$ cat src/rtl/pll_lock_supervisor.sv
// PLL reset sequencer and lock supervisor: pulses pll_rst, qualifies locked, retries and flags lock loss.
// Build macro PLL_SUP_AUTO_RELOCK_EN: lock loss in RUN restarts the sequence instead of latching FAIL.
module pll_lock_supervisor #(
  parameter int RST_CYCLES    = 16,
  parameter int LOCK_TIMEOUT  = 74250,
  parameter int SETTLE_CYCLES = 1024,
  parameter int MAX_RETRIES   = 3,
  parameter int DROP_FILTER   = 4
) (
  input  logic       refclk,
  input  logic       rst,
  input  logic       restart,
  input  logic       pll_locked,
  output logic       pll_rst,
  output logic       pll_ready,
  output logic       lock_lost,
  output logic       pll_fail,
  output logic [1:0] retry_cnt,
  output logic [2:0] state
);

  localparam int MAX_A = (RST_CYCLES > LOCK_TIMEOUT) ? RST_CYCLES : LOCK_TIMEOUT;
  localparam int MAX_B = (SETTLE_CYCLES > DROP_FILTER) ? SETTLE_CYCLES : DROP_FILTER;
  localparam int MAX_T = (MAX_A > MAX_B) ? MAX_A : MAX_B;
  localparam int CNT_W = (MAX_T > 1) ? $clog2(MAX_T) : 1;

  localparam logic [CNT_W-1:0] RST_LAST    = CNT_W'(RST_CYCLES - 1);
  localparam logic [CNT_W-1:0] TMO_LAST    = CNT_W'(LOCK_TIMEOUT - 1);
  localparam logic [CNT_W-1:0] SETTLE_LAST = CNT_W'(SETTLE_CYCLES - 1);
  localparam logic [CNT_W-1:0] DROP_LAST   = CNT_W'(DROP_FILTER - 1);
  localparam logic [1:0]       RETRY_MAX   = 2'(MAX_RETRIES);

  typedef enum logic [2:0] {
    ST_RESET     = 3'd0,
    ST_WAIT_LOCK = 3'd1,
    ST_SETTLE    = 3'd2,
    ST_RUN       = 3'd3,
    ST_FAIL      = 3'd4
  } state_t;

  state_t           state_q, state_d;
  logic [CNT_W-1:0] cnt_q, cnt_d;
  logic [1:0]       retry_q, retry_d;
  logic [1:0]       sync_q, sync_d;
  logic             pll_rst_q, pll_rst_d;
  logic             pll_ready_q, pll_ready_d;
  logic             lock_lost_q, lock_lost_d;
  logic             pll_fail_q, pll_fail_d;
  logic             locked_s;

  assign locked_s = sync_q[1];

  always_comb begin
    sync_d      = {sync_q[0], pll_locked};
    state_d     = state_q;
    cnt_d       = cnt_q;
    retry_d     = retry_q;
    lock_lost_d = lock_lost_q;
    if (restart) begin
      state_d     = ST_RESET;
      retry_d     = '0;
      lock_lost_d = 1'b0;
    end else begin
      case (state_q)
        ST_RESET: begin
          if (cnt_q == RST_LAST) state_d = ST_WAIT_LOCK;
          else                   cnt_d   = cnt_q + CNT_W'(1);
        end
        ST_WAIT_LOCK: begin
          if (locked_s) begin
            state_d = ST_SETTLE;
          end else if (cnt_q == TMO_LAST) begin
            if (retry_q == RETRY_MAX) begin
              state_d = ST_FAIL;
            end else begin
              retry_d = retry_q + 2'd1;
              state_d = ST_RESET;
            end
          end else begin
            cnt_d = cnt_q + CNT_W'(1);
          end
        end
        ST_SETTLE: begin
          if (!locked_s)                 state_d = ST_WAIT_LOCK;
          else if (cnt_q == SETTLE_LAST) state_d = ST_RUN;
          else                           cnt_d   = cnt_q + CNT_W'(1);
        end
        ST_RUN: begin
          // Counter here is the length of the current unlocked streak.
          if (locked_s) begin
            cnt_d = '0;
          end else if (cnt_q == DROP_LAST) begin
            lock_lost_d = 1'b1;
`ifdef PLL_SUP_AUTO_RELOCK_EN
            retry_d = '0;
            state_d = ST_RESET;
`else
            state_d = ST_FAIL;
`endif
          end else begin
            cnt_d = cnt_q + CNT_W'(1);
          end
        end
        ST_FAIL: begin
          state_d = ST_FAIL;
        end
        default: state_d = ST_RESET;
      endcase
    end
    // A restart or any state change begins a fresh count.
    if (restart || (state_d != state_q)) cnt_d = '0;
    pll_rst_d   = (state_d == ST_RESET) || (state_d == ST_FAIL);
    pll_ready_d = (state_d == ST_RUN);
    pll_fail_d  = (state_d == ST_FAIL);
  end

  always_ff @(posedge refclk or posedge rst) begin
    if (rst) begin
      sync_q      <= '0;
      state_q     <= ST_RESET;
      cnt_q       <= '0;
      retry_q     <= '0;
      pll_rst_q   <= 1'b1;
      pll_ready_q <= 1'b0;
      lock_lost_q <= 1'b0;
      pll_fail_q  <= 1'b0;
    end else begin
      sync_q      <= sync_d;
      state_q     <= state_d;
      cnt_q       <= cnt_d;
      retry_q     <= retry_d;
      pll_rst_q   <= pll_rst_d;
      pll_ready_q <= pll_ready_d;
      lock_lost_q <= lock_lost_d;
      pll_fail_q  <= pll_fail_d;
    end
  end

  assign pll_rst   = pll_rst_q;
  assign pll_ready = pll_ready_q;
  assign lock_lost = lock_lost_q;
  assign pll_fail  = pll_fail_q;
  assign retry_cnt = retry_q;
  assign state     = state_q;

endmodule

$ cat config.mk
export PLATFORM = sky130hd
export DESIGN_NAME = pll_lock_supervisor
export DESIGN_NICKNAME = d
export VERILOG_FILES = /design/src/rtl/pll_lock_supervisor.sv
export SDC_FILE = /design/constraint.sdc
export NUM_CORES = 1
export LEC_CHECK = 0
export ABC_AREA = 1
export CORE_MARGIN = 5
export CORE_UTILIZATION = 60
export CTS_CLUSTER_SIZE = 20
export DETAILED_ROUTE_END_ITERATION = 16
export PLACE_DENSITY = 0.86
export SLEW_MARGIN = 20
export SYNTH_ARGS = -nofsm -noshare
export SYNTH_HDL_FRONTEND = slang
export SYNTH_SLANG_ARGS = --single-unit
$ cat constraint.sdc
create_clock -name refclk -period 2.5 [get_ports refclk]
set_input_delay 0.375 -clock refclk [delete_from_list [all_inputs] [get_ports refclk]]
set_output_delay 0.375 -clock refclk [all_outputs]
set_load 0.03 [all_outputs]
Yosys cells after proc, flatten, opt, wreduce, memory -nomap -nowiden --
Cells that the tools add are included.
Word-level totals: register bits after elaboration 28, input port bits 4, word-level logic and storage cells 72
Operators by class: add/subtract/negate cells 2, eq/ne operators 21, multiplexer cells 29, reductions and logical operators 12
Operator list (number):
- 17-bit 2-to-1 mux | 9
- 17-bit one-hot mux with 4 select lines | 1
- 3-bit 2-to-1 mux | 9
- 17-bit by 1-bit adder with 17-bit output, second input constant | 1
- 17-bit by 10-bit == test with 1-bit output, second input constant | 1
- 17-bit == test, second input constant | 1
- 17-bit by 2-bit == test with 1-bit output, second input constant | 1
- 17-bit by 4-bit == test with 1-bit output, second input constant | 1
- 3-bit inequality test, second input constant | 5
- 3-bit one-hot mux with 5 select lines | 1
- 2-bit 2-to-1 mux | 5
- 3-bit by 2-bit == test with 1-bit output, second input constant | 3
- 8-bit AND reduction | 1
- 2-bit nonzero test | 4
- 3-bit == test, second input constant | 2
- 3-bit logical NOT | 2
- 5-bit nonzero test | 1
- 1-bit 2-to-1 mux | 4
- 2-bit inequality test, second input constant | 2
- 4-bit inequality test, second input constant | 1
- 4-bit AND reduction | 1
- 3-bit by 1-bit == test with 1-bit output, second input constant | 1
- 3-bit inequality test | 1
- 3-bit AND reduction | 1
- other kinds (4) | 5

Logic depth before layout (Yosys ltp) --
Gate-level depths: netlist (run 1).
depth after elaboration 10, mapped depth 16

Worst setup path before layout (run 1) --
Ideal clock, no wire load.
path kind register to register, start register cnt_q[0], end register cnt_q[0], setup time 0.122 ns, data arrival time 1.734 ns, required time 2.378 ns, path slack 0.644 ns, stages on the path, launching flop included 13, path buffers 1, period minus slack after synthesis 1.856 ns, path through dfrtp_1 > ha_1 > nand3_2 > inv_2 > nand3b_2 > nor2_4 > o21bai_4 > nand2_2 > nand2_2 > nand2_1 > nand3_4 > buf_6 > nor3_2
Between the ends: longest elaborated chain between the ends 9, elaborated cells between the ends (all ways) 35
RTL lines:
- from (decl) | RTL line 42 | logic [CNT_W-1:0] cnt_q, cnt_d;
- from (signal assigned) | RTL line 130 | cnt_q <= cnt_d;
- 17-bit by 2-bit == test with 1-bit output, or another cell as far along | RTL line 92 | end else if (cnt_q == DROP_LAST) begin
- 3-bit 2-to-1 mux, on equally long branches | RTL line 92, 72, 85
- 3-bit 2-to-1 mux, on equally long branches | RTL line 90, 70, 84
- 3-bit one-hot mux with 5 select lines | RTL line 64 | case (state_q)
- 3-bit 2-to-1 mux | RTL line 59 | if (restart) begin
- 3-bit inequality test | RTL line 111 | if (restart || (state_d != state_q)) cnt_d = '0;
- 1-bit logical OR | RTL line 111
- 4-bit inequality test (no source line), or another cell as far along
- 8-bit AND reduction (no source line)
Several ways; a longest one is shown, not always the timed one. The select of a mux whose other input is x is not followed. A chain may end at the register's enable or synchronous reset.

Worst setup path in the final report (run 1) --
start register cnt_q[0], end register cnt_q[6]
Same word-level chain as after synthesis.

==> results.yml, run 1 <==
worst_setup_path:
  critPathLaunch: "cnt_q[0]"
  worstPathMaxFanout: 17
  worst-r2r-setup-slack_ns: 0.37
  crit_path_end: "cnt_q[6]"
  critPathMaxStageDelay_ns: 0.45
  worst_r2r_endpoint: "cnt_q[6]"
  rr_worst_depth: 11
  startpoint_type: "flop"
  critical-path-slowest-cell: "sky130_fd_sc_hd__dfrtp_1"
  critical_path.reg2reg.startpoint: "cnt_q[0]"
  critPathRequiredTime_ns: 2.69
  critical_path_class: "reg2reg"
  critical_path.endpoint_type: "flop"
  cp_cell_sequence: "ha_1, nand3_2, nor2_1, nand3_1, nand2_1, nor2_1, nand2_2, nand2_2, nand2_1, nand3_4, nor3_1"
  worst_ep_arrival_time_ns: 2.32
clock_tree:
  post_cts_buffers: 0
  clk_path_buf_depth: 2
  clock-root-buffer: "sky130_fd_sc_hd__clkbuf_8"
  clock_latency_on_the_worst_skew_pair_ns: 0.27
  clock_tree_from_tritoncts: "built"
  cts.clk_slew.worst_paths_ns: 0.09
  clock_sinks: 28
  cts_buffers: 3
  cts_htree_levels: 1
  cts_hold_buffers: 0
  postCtsResizedCells: 0
timing:
  fmax_mhz: 469
  post-route-min-period_ns: 2.13
  finalSetupViolCount: 0
  max-slew-margin-rel: 0.638
  post-route-worst-setup-slack_ns: 0.366
  final_hold_viol_count: 0
  post-route-period-util: 0.853
  setup_tns_after_final_layout_ns: 0
  measured_slew_at_the_worst_slew_check_pin_ns: 0.539
  rsz_0062_raised_after_global_routing: "no"
  final.setup_skew_ns: 0.00202
  timing_max_transition_violations_final: 0
logic_synthesis:
  synth_enable_flop_cells: 0
  most_frequently_used_flop_master_after_synthesis: "sky130_fd_sc_hd__dfrtp_1"
  yosysTopAreaCell: "sky130_fd_sc_hd__dfrtp_1"
  post_synthesis_sequential_element_count: 28
  post_synthesis_compound_gate_area_fraction: 0.0409
  synth.mux.area_fraction: 0
  seq_area_frac_synth: 0.319
  synth-simple-area-share: 0.470
  netlist_top_cells_area: "sky130_fd_sc_hd__dfrtp_1 (31%), sky130_fd_sc_hd__nand2_1 (15%), sky130_fd_sc_hd__nor2_1 (8.3%)"
  post_synth_xor_area_fraction: 0.0398
  yosys_warnings: 0
  yosys.area.top_type_share: 0.307
  syn_avg_cell_area_um2: 6.78
  share_of_async_settable_or_async_resettable_flops_after_synthesis: 1.00
  ys_top_cells_by_count: "sky130_fd_sc_hd__nand2_1 (87), sky130_fd_sc_hd__nor2_1 (49), sky130_fd_sc_hd__inv_1 (43)"
  main_combinational_cell_family_by_area_after_synthesis: "simple AND/OR/NAND/NOR gates"
  yosys.cell_types.count: 34
  postSynthNetCount: 332
  synth_cells: 325
  post-synth-top-count-cell: "sky130_fd_sc_hd__nand2_1"
  post_synth_instance_area_um2: 2200
  synth_fa_ha_area_frac: 0.0170
floorplanning:
  rows: 22
  io_pins: 13
  design.die.area_um2: 4980
  die-width_um: 70.6
  floorplan.die.height_um: 70.6
  start_util: 0.611
  coreArea_um2: 3610
pwr:
  pwr_density_cell_nw_per_um2: 375
  p_leak_nw: 1.15
  max-vdd-ir-drop_uv: 223
min_path:
  worst_hold_path_type: "reg2reg"
placement:
  detailed_place.area_um2: 2350
  place.gp.congestion: 0.903
  place.port_buffers: 12
  place_hpwl_um: 3620
  pre_cts_slack_ns: 0.408
route:
  drc: 0
  num_vias: 2027
  drt-pass1-iter-count: 4
  antenna_nets_post_route: 0
  drt_iter0_markers: 221
  drt-total-wl_um: 4840
  vias_per_cell: 5.28
  wl_per_instance_um: 12.6
run:
  cap_viol_max_count: 0
global_routing:
  overflow: 0
  track_usage: 0.210
  grt_antenna_before_repair: 0
  first_global_vias: 1906
  grt_first_pass_wirelength_um: 8600
  grt_max_degree: 29
finish:
  layout-drive-gt1-share: 0.140
  stdcell_area_um2: 2420
  n_antenna_cell: 0
  areaGrowthSynthToFinish_pct: 9.88
  finalNetCount: 344
outcome:
  outcome: "complete, no violations"
layer usage:
layer / part of all wire / up-vias / GRT usage / wire (µm)
li1: - / 1025 / - / -
met1: 0.45 / 929 / 0.301 / 2200
met2: 0.46 / 66 / 0.344 / 2230
met3: 0.074 / 7 / 0.0170 / 357
met4: 0.012 / 0 / 0.0585 / 58
met5: 0 / - / 0 / 0
logic make-up after synthesis:
family                   after synthesis
AO/OA/AOI/OAI                         13
XOR/XNOR                              10
adder cells (fa/ha/maj)                3
buffers and inverters                 58
flip-flops                            28
AND/OR/NAND/NOR                      213
through the flow:
stage          instances   util  hold slack (ns)  total power, mW
6_report             384  0.671            0.366            0.907
4_1_cts              384  0.671            0.368            0.914
3_3_place_gp         380  0.652            0.332            0.560
5_1_grt              384  0.671            0.379            0.943
3_5_place_dp         380  0.652            0.347            0.562
2_1_floorplan        325      -            0.331            0.536
where the power goes:
part / switching (mW) / total (mW) / internal, mW
logic: 0.0480 / 0.0801 / 0.0321
registers: 0.0115 / 0.474 / 0.462
clock network: 0.139 / 0.354 / 0.214
total: 0.199 / 0.907 / 0.709
worst min-delay path by stage:
| stage | endpoint | start | slack, ns | cells past startpoint |
|---|---|---|---|---|
| global placement | sync_q[1] | sync_q[0] | 0.33 | 0 |
| global route | sync_q[1] | sync_q[0] | 0.38 | 0 |
| detailed placement | sync_q[1] | sync_q[0] | 0.35 | 0 |
| floorplan | sync_q[1] | sync_q[0] | 0.33 | 0 |
| CTS | sync_q[1] | sync_q[0] | 0.37 | 0 |
| finish | sync_q[1] | sync_q[0] | 0.37 | 0 |
cells in the final DEF, fill, tap and decap left out, types with 2 or more instances in the layout:
cell type                         instances
sky130_fd_sc_hd__nand2_1                 87
sky130_fd_sc_hd__nor2_1                  49
sky130_fd_sc_hd__inv_1                   43
sky130_fd_sc_hd__nand3_1                 33
sky130_fd_sc_hd__dfrtp_1                 27
sky130_fd_sc_hd__nor3_2                  12
sky130_fd_sc_hd__clkdlybuf4s50_1         12
sky130_fd_sc_hd__xor2_1                   8
sky130_fd_sc_hd__nor3_1                   7
sky130_fd_sc_hd__nand2_2                  5
sky130_fd_sc_hd__a21oi_1                  5
sky130_fd_sc_hd__buf_4                    5
sky130_fd_sc_hd__nor2_2                   4
sky130_fd_sc_hd__inv_2                    4
sky130_fd_sc_hd__nor2_4                   3
sky130_fd_sc_hd__o21ai_0                  3
sky130_fd_sc_hd__nand3b_1                 3
sky130_fd_sc_hd__ha_1                     3
sky130_fd_sc_hd__clkbuf_8                 3
sky130_fd_sc_hd__nand3_2                  2
sky130_fd_sc_hd__nand4_1                  2
sky130_fd_sc_hd__or2_2                    2
sky130_fd_sc_hd__xnor2_1                  2
critical path, delay by kind of cell, from the launching register on:
kind | cells | cell delay, ns
adders and majority gates | 1 | 0.29
DFF | 1 | 0.45
and+or+nand+nor | 10 | 1.29
state kept, by name (all words and copies together) (netlist names):
name,cells
cnt_q,17
retry_cnt,2
sync_q,2
pll_fail,1
pll_rst,1
lock_lost,1
state,3
pll_ready,1
layout make-up:
cell class	instances	area (µm²)
clock buffers	3	41.3
clock inverters	1	30.0
fillers	321	1180
inverters	48	180
multi-input cells	239	1250
flip-flops and latches	28	702
well taps	48	60.1
repair buffers	17	158
Note: power is estimated with default switching activity, not from simulation.
==> inputs of run 2 (changes only) <==
--- a/config.mk
+++ b/config.mk
@@ -5,12 +5,11 @@
 export SDC_FILE = /design/constraint.sdc
 export NUM_CORES = 1
 export LEC_CHECK = 0
-export ABC_AREA = 1
-export CORE_MARGIN = 5
-export CORE_UTILIZATION = 60
+export ABC_AREA = 0
+export CORE_UTILIZATION = 58
 export CTS_CLUSTER_SIZE = 20
 export DETAILED_ROUTE_END_ITERATION = 16
-export PLACE_DENSITY = 0.86
+export PLACE_DENSITY = 0.85
 export SLEW_MARGIN = 20
 export SYNTH_ARGS = -nofsm -noshare
 export SYNTH_HDL_FRONTEND = slang
==> results.yml, run 2 <==
logic_synthesis:
  yosys_warnings: 0
  post_synthesis_sequential_element_count: 28
  ys_top_cells_by_count: "sky130_fd_sc_hd__dfrtp_1 (27), sky130_fd_sc_hd__nor2_1 (21), sky130_fd_sc_hd__nand3_1 (12)"
  share_of_async_settable_or_async_resettable_flops_after_synthesis: 1.00
  synth_enable_flop_cells: 0
  synth_cells: 195
  yosysTopAreaCell: "sky130_fd_sc_hd__dfrtp_1"
  syn_avg_cell_area_um2: 9.22
  yosys.area.top_type_share: 0.376
  postSynthNetCount: 202
  post-synth-top-count-cell: "sky130_fd_sc_hd__dfrtp_1"
  yosys.cell_types.count: 49
  seq_area_frac_synth: 0.390
  netlist_top_cells_area: "sky130_fd_sc_hd__dfrtp_1 (38%), sky130_fd_sc_hd__nor2_1 (4.4%), sky130_fd_sc_hd__xor2_1 (4.4%)"
  most_frequently_used_flop_master_after_synthesis: "sky130_fd_sc_hd__dfrtp_1"
  post_synth_instance_area_um2: 1800
global_routing:
  grt_antenna_before_repair: 0
  overflow: 0
  grt_max_degree: 16
  track_usage: 0.339
  grt_first_pass_wirelength_um: 8320
  first_global_vias: 1743
route:
  vias_per_cell: 6.71
  drt-pass1-iter-count: 5
  drc: 0
  drt_iter0_markers: 145
  num_vias: 1738
  wl_per_instance_um: 20.5
  antenna_nets_post_route: 0
  drt-total-wl_um: 5310
placement:
  place.gp.congestion: 1.05
  place.port_buffers: 12
  detailed_place.area_um2: 2050
  pre_cts_slack_ns: -0.0422
  place_hpwl_um: 3540
worst_setup_path:
  critPathLaunch: "cnt_q[1]"
  critPathMaxStageDelay_ns: 0.48
  cp_num_buf_inv: 1
  worst_ep_arrival_time_ns: 2.76
  cp_top_family: "simple AND/OR/NAND/NOR gates"
  critical_path.reg2reg.startpoint: "cnt_q[1]"
  startpoint_type: "flop"
  critPathRequiredTime_ns: 2.74
  critical-path-slowest-cell: "sky130_fd_sc_hd__nor4b_1"
  critical_path.endpoint_type: "flop"
  worstPathMaxFanout: 5
  critical_path_class: "reg2reg"
  cp_cell_sequence: "ha_1, nor4b_1, nand2_1, o31ai_4, buf_4, or4_1, xor2_1, nor2_2"
pwr:
  max-vdd-ir-drop_uv: 405
  pwr_density_cell_nw_per_um2: 336
  total_power_uw: 757
  p_leak_nw: 0.950
timing:
  rsz_0062_raised_after_global_routing: "yes"
  max-slew-margin-rel: 0.589
  post-route-min-period_ns: 2.52
  setup_tns_after_final_layout_ns: -0.0481
  fin_hold_ws_ns: 0.381
  fmax_mhz: 397
  post-route-period-util: 1.01
  measured_slew_at_the_worst_slew_check_pin_ns: 0.615
  finalSetupViolCount: 4
  timing_max_transition_violations_final: 0
  post-route-worst-setup-slack_ns: -0.0204
  final_hold_viol_count: 0
  final.setup_skew_ns: 0.00643
clock_tree:
  clock-root-buffer: "sky130_fd_sc_hd__clkbuf_4"
  clock_tree_from_tritoncts: "built"
  clk_path_buf_depth: 2
  clock_latency_on_the_worst_skew_pair_ns: 0.34
  cts_buffers: 3
  cts_htree_levels: 1
  cts_hold_buffers: 0
  cts.clk_slew.worst_paths_ns: 0.15
  clock_sinks: 28
finish:
  most_frequent_cells_in_the_layout: "sky130_fd_sc_hd__dfrtp_1 (26), sky130_fd_sc_hd__buf_4 (24), sky130_fd_sc_hd__nor2_1 (19)"
  top_register: "cnt_q"
  layout.cells.most_common: "sky130_fd_sc_hd__dfrtp_1"
  finalNetCount: 236
  largest_reg_flops: 17
  n_antenna_cell: 0
  layout-drive-gt1-share: 0.268
  final.fill_count: 187
  areaGrowthSynthToFinish_pct: 25.3
  stdcell_area_um2: 2250
run:
  cap_viol_max_count: 0
outcome:
  violations: "negative setup slack"
  outcome: "complete, but fails checks"
floorplanning:
  io_pins: 13
  floorplan.die.height_um: 57.7
  die-width_um: 57.7
  design.die.area_um2: 3330
  start_util: 0.630
  rows: 19
  coreArea_um2: 2850
min_path:
  worst_hold_path_type: "in2async"
## run 2: cell types whose count changed in the layout (fill, tap and decap cells not counted), moves of 12 or more
cell / change
sky130_fd_sc_hd__nor2_1: -30
sky130_fd_sc_hd__nand2_1: -78
sky130_fd_sc_hd__inv_1: -38
sky130_fd_sc_hd__nand3_1: -22
sky130_fd_sc_hd__buf_4: +19
sky130_fd_sc_hd__nor3_2: -12
## run 2: worst reg2reg max path, stage by stage (launching register included)
cell                      delay, ns
sky130_fd_sc_hd__dfrtp_1       0.44
sky130_fd_sc_hd__ha_1          0.23
sky130_fd_sc_hd__nor4b_1       0.48
sky130_fd_sc_hd__nand2_1       0.37
sky130_fd_sc_hd__o31ai_4       0.38
sky130_fd_sc_hd__buf_4         0.18
sky130_fd_sc_hd__or4_1         0.12
sky130_fd_sc_hd__xor2_1        0.18
sky130_fd_sc_hd__nor2_2        0.05
## run 2: final cells by class
cell class / count / area [µm²] / area share
flip-flops and latches: 28 / 703 / 0.312
well taps: 31 / 38.8 / 0.0172
repair buffers: 38 / 340 / 0.151
clock buffers: 4 / 36.3 / 0.0161
multi-input cells: 153 / 1110 / 0.495
inverters: 5 / 18.8 / 0.00833
## run 2: report_power, final
part,total (mW),switching (mW),internal [mW]
Clock,0.226,0.136,0.0895
Combinational,0.0638,0.0383,0.0255
Sequential,0.468,0.00897,0.459
Total,0.757,0.183,0.574
## run 2: layer usage
layer / part of all wire / GRT usage / up-vias
li1: - / - / 779
met1: 0.39 / 0.433 / 829
met2: 0.47 / 0.525 / 104
met3: 0.091 / 0.0826 / 26
met4: 0.042 / 0.204 / 0
met5: 0 / 0 / -
## run 2: worst paths after layout
| check | depth (start not counted) | slack, ns | to |
|---|---|---|---|
| hold reg to reg | 0 | 0.39 | sync_q[1] |
| setup / recovery | 8 | -0.02 | cnt_q[5] |
| hold / removal | 2 | 0.38 | pll_ready |
| setup reg to reg | 8 | -0.02 | cnt_q[5] |
| min in group refclk | 0 | 0.39 | sync_q[1] |
| max in group asynchronous | 3 | 1.49 | cnt_q[10] |
## run 2: logic make-up (layout without fill, tap and decap cells)
kind of cell,Yosys count,in the layout,synth area share
simple gates,102,103,0.334
compound gates,31,31,0.128
flops,28,28,0.390
buf+inv,15,47,0.0473
xor+xnor,14,14,0.0682
fa+ha+maj,3,3,0.0209
mux,2,2,0.0111
## run 2: per-stage QoR
stage | utilization | cells
after floorplan | - | 195
after global placement | 0.720 | 248
after detailed placement | 0.720 | 248
after CTS | 0.745 | 254
after global routing | 0.789 | 259
final | 0.789 | 259
## run 2: timing repair
item	4_1_cts	5_1_grt
pin swaps	2	13
setup endpoints to repair	17	19
resized for setup	2	16
gates cloned	1	0
setup buffers	1	5
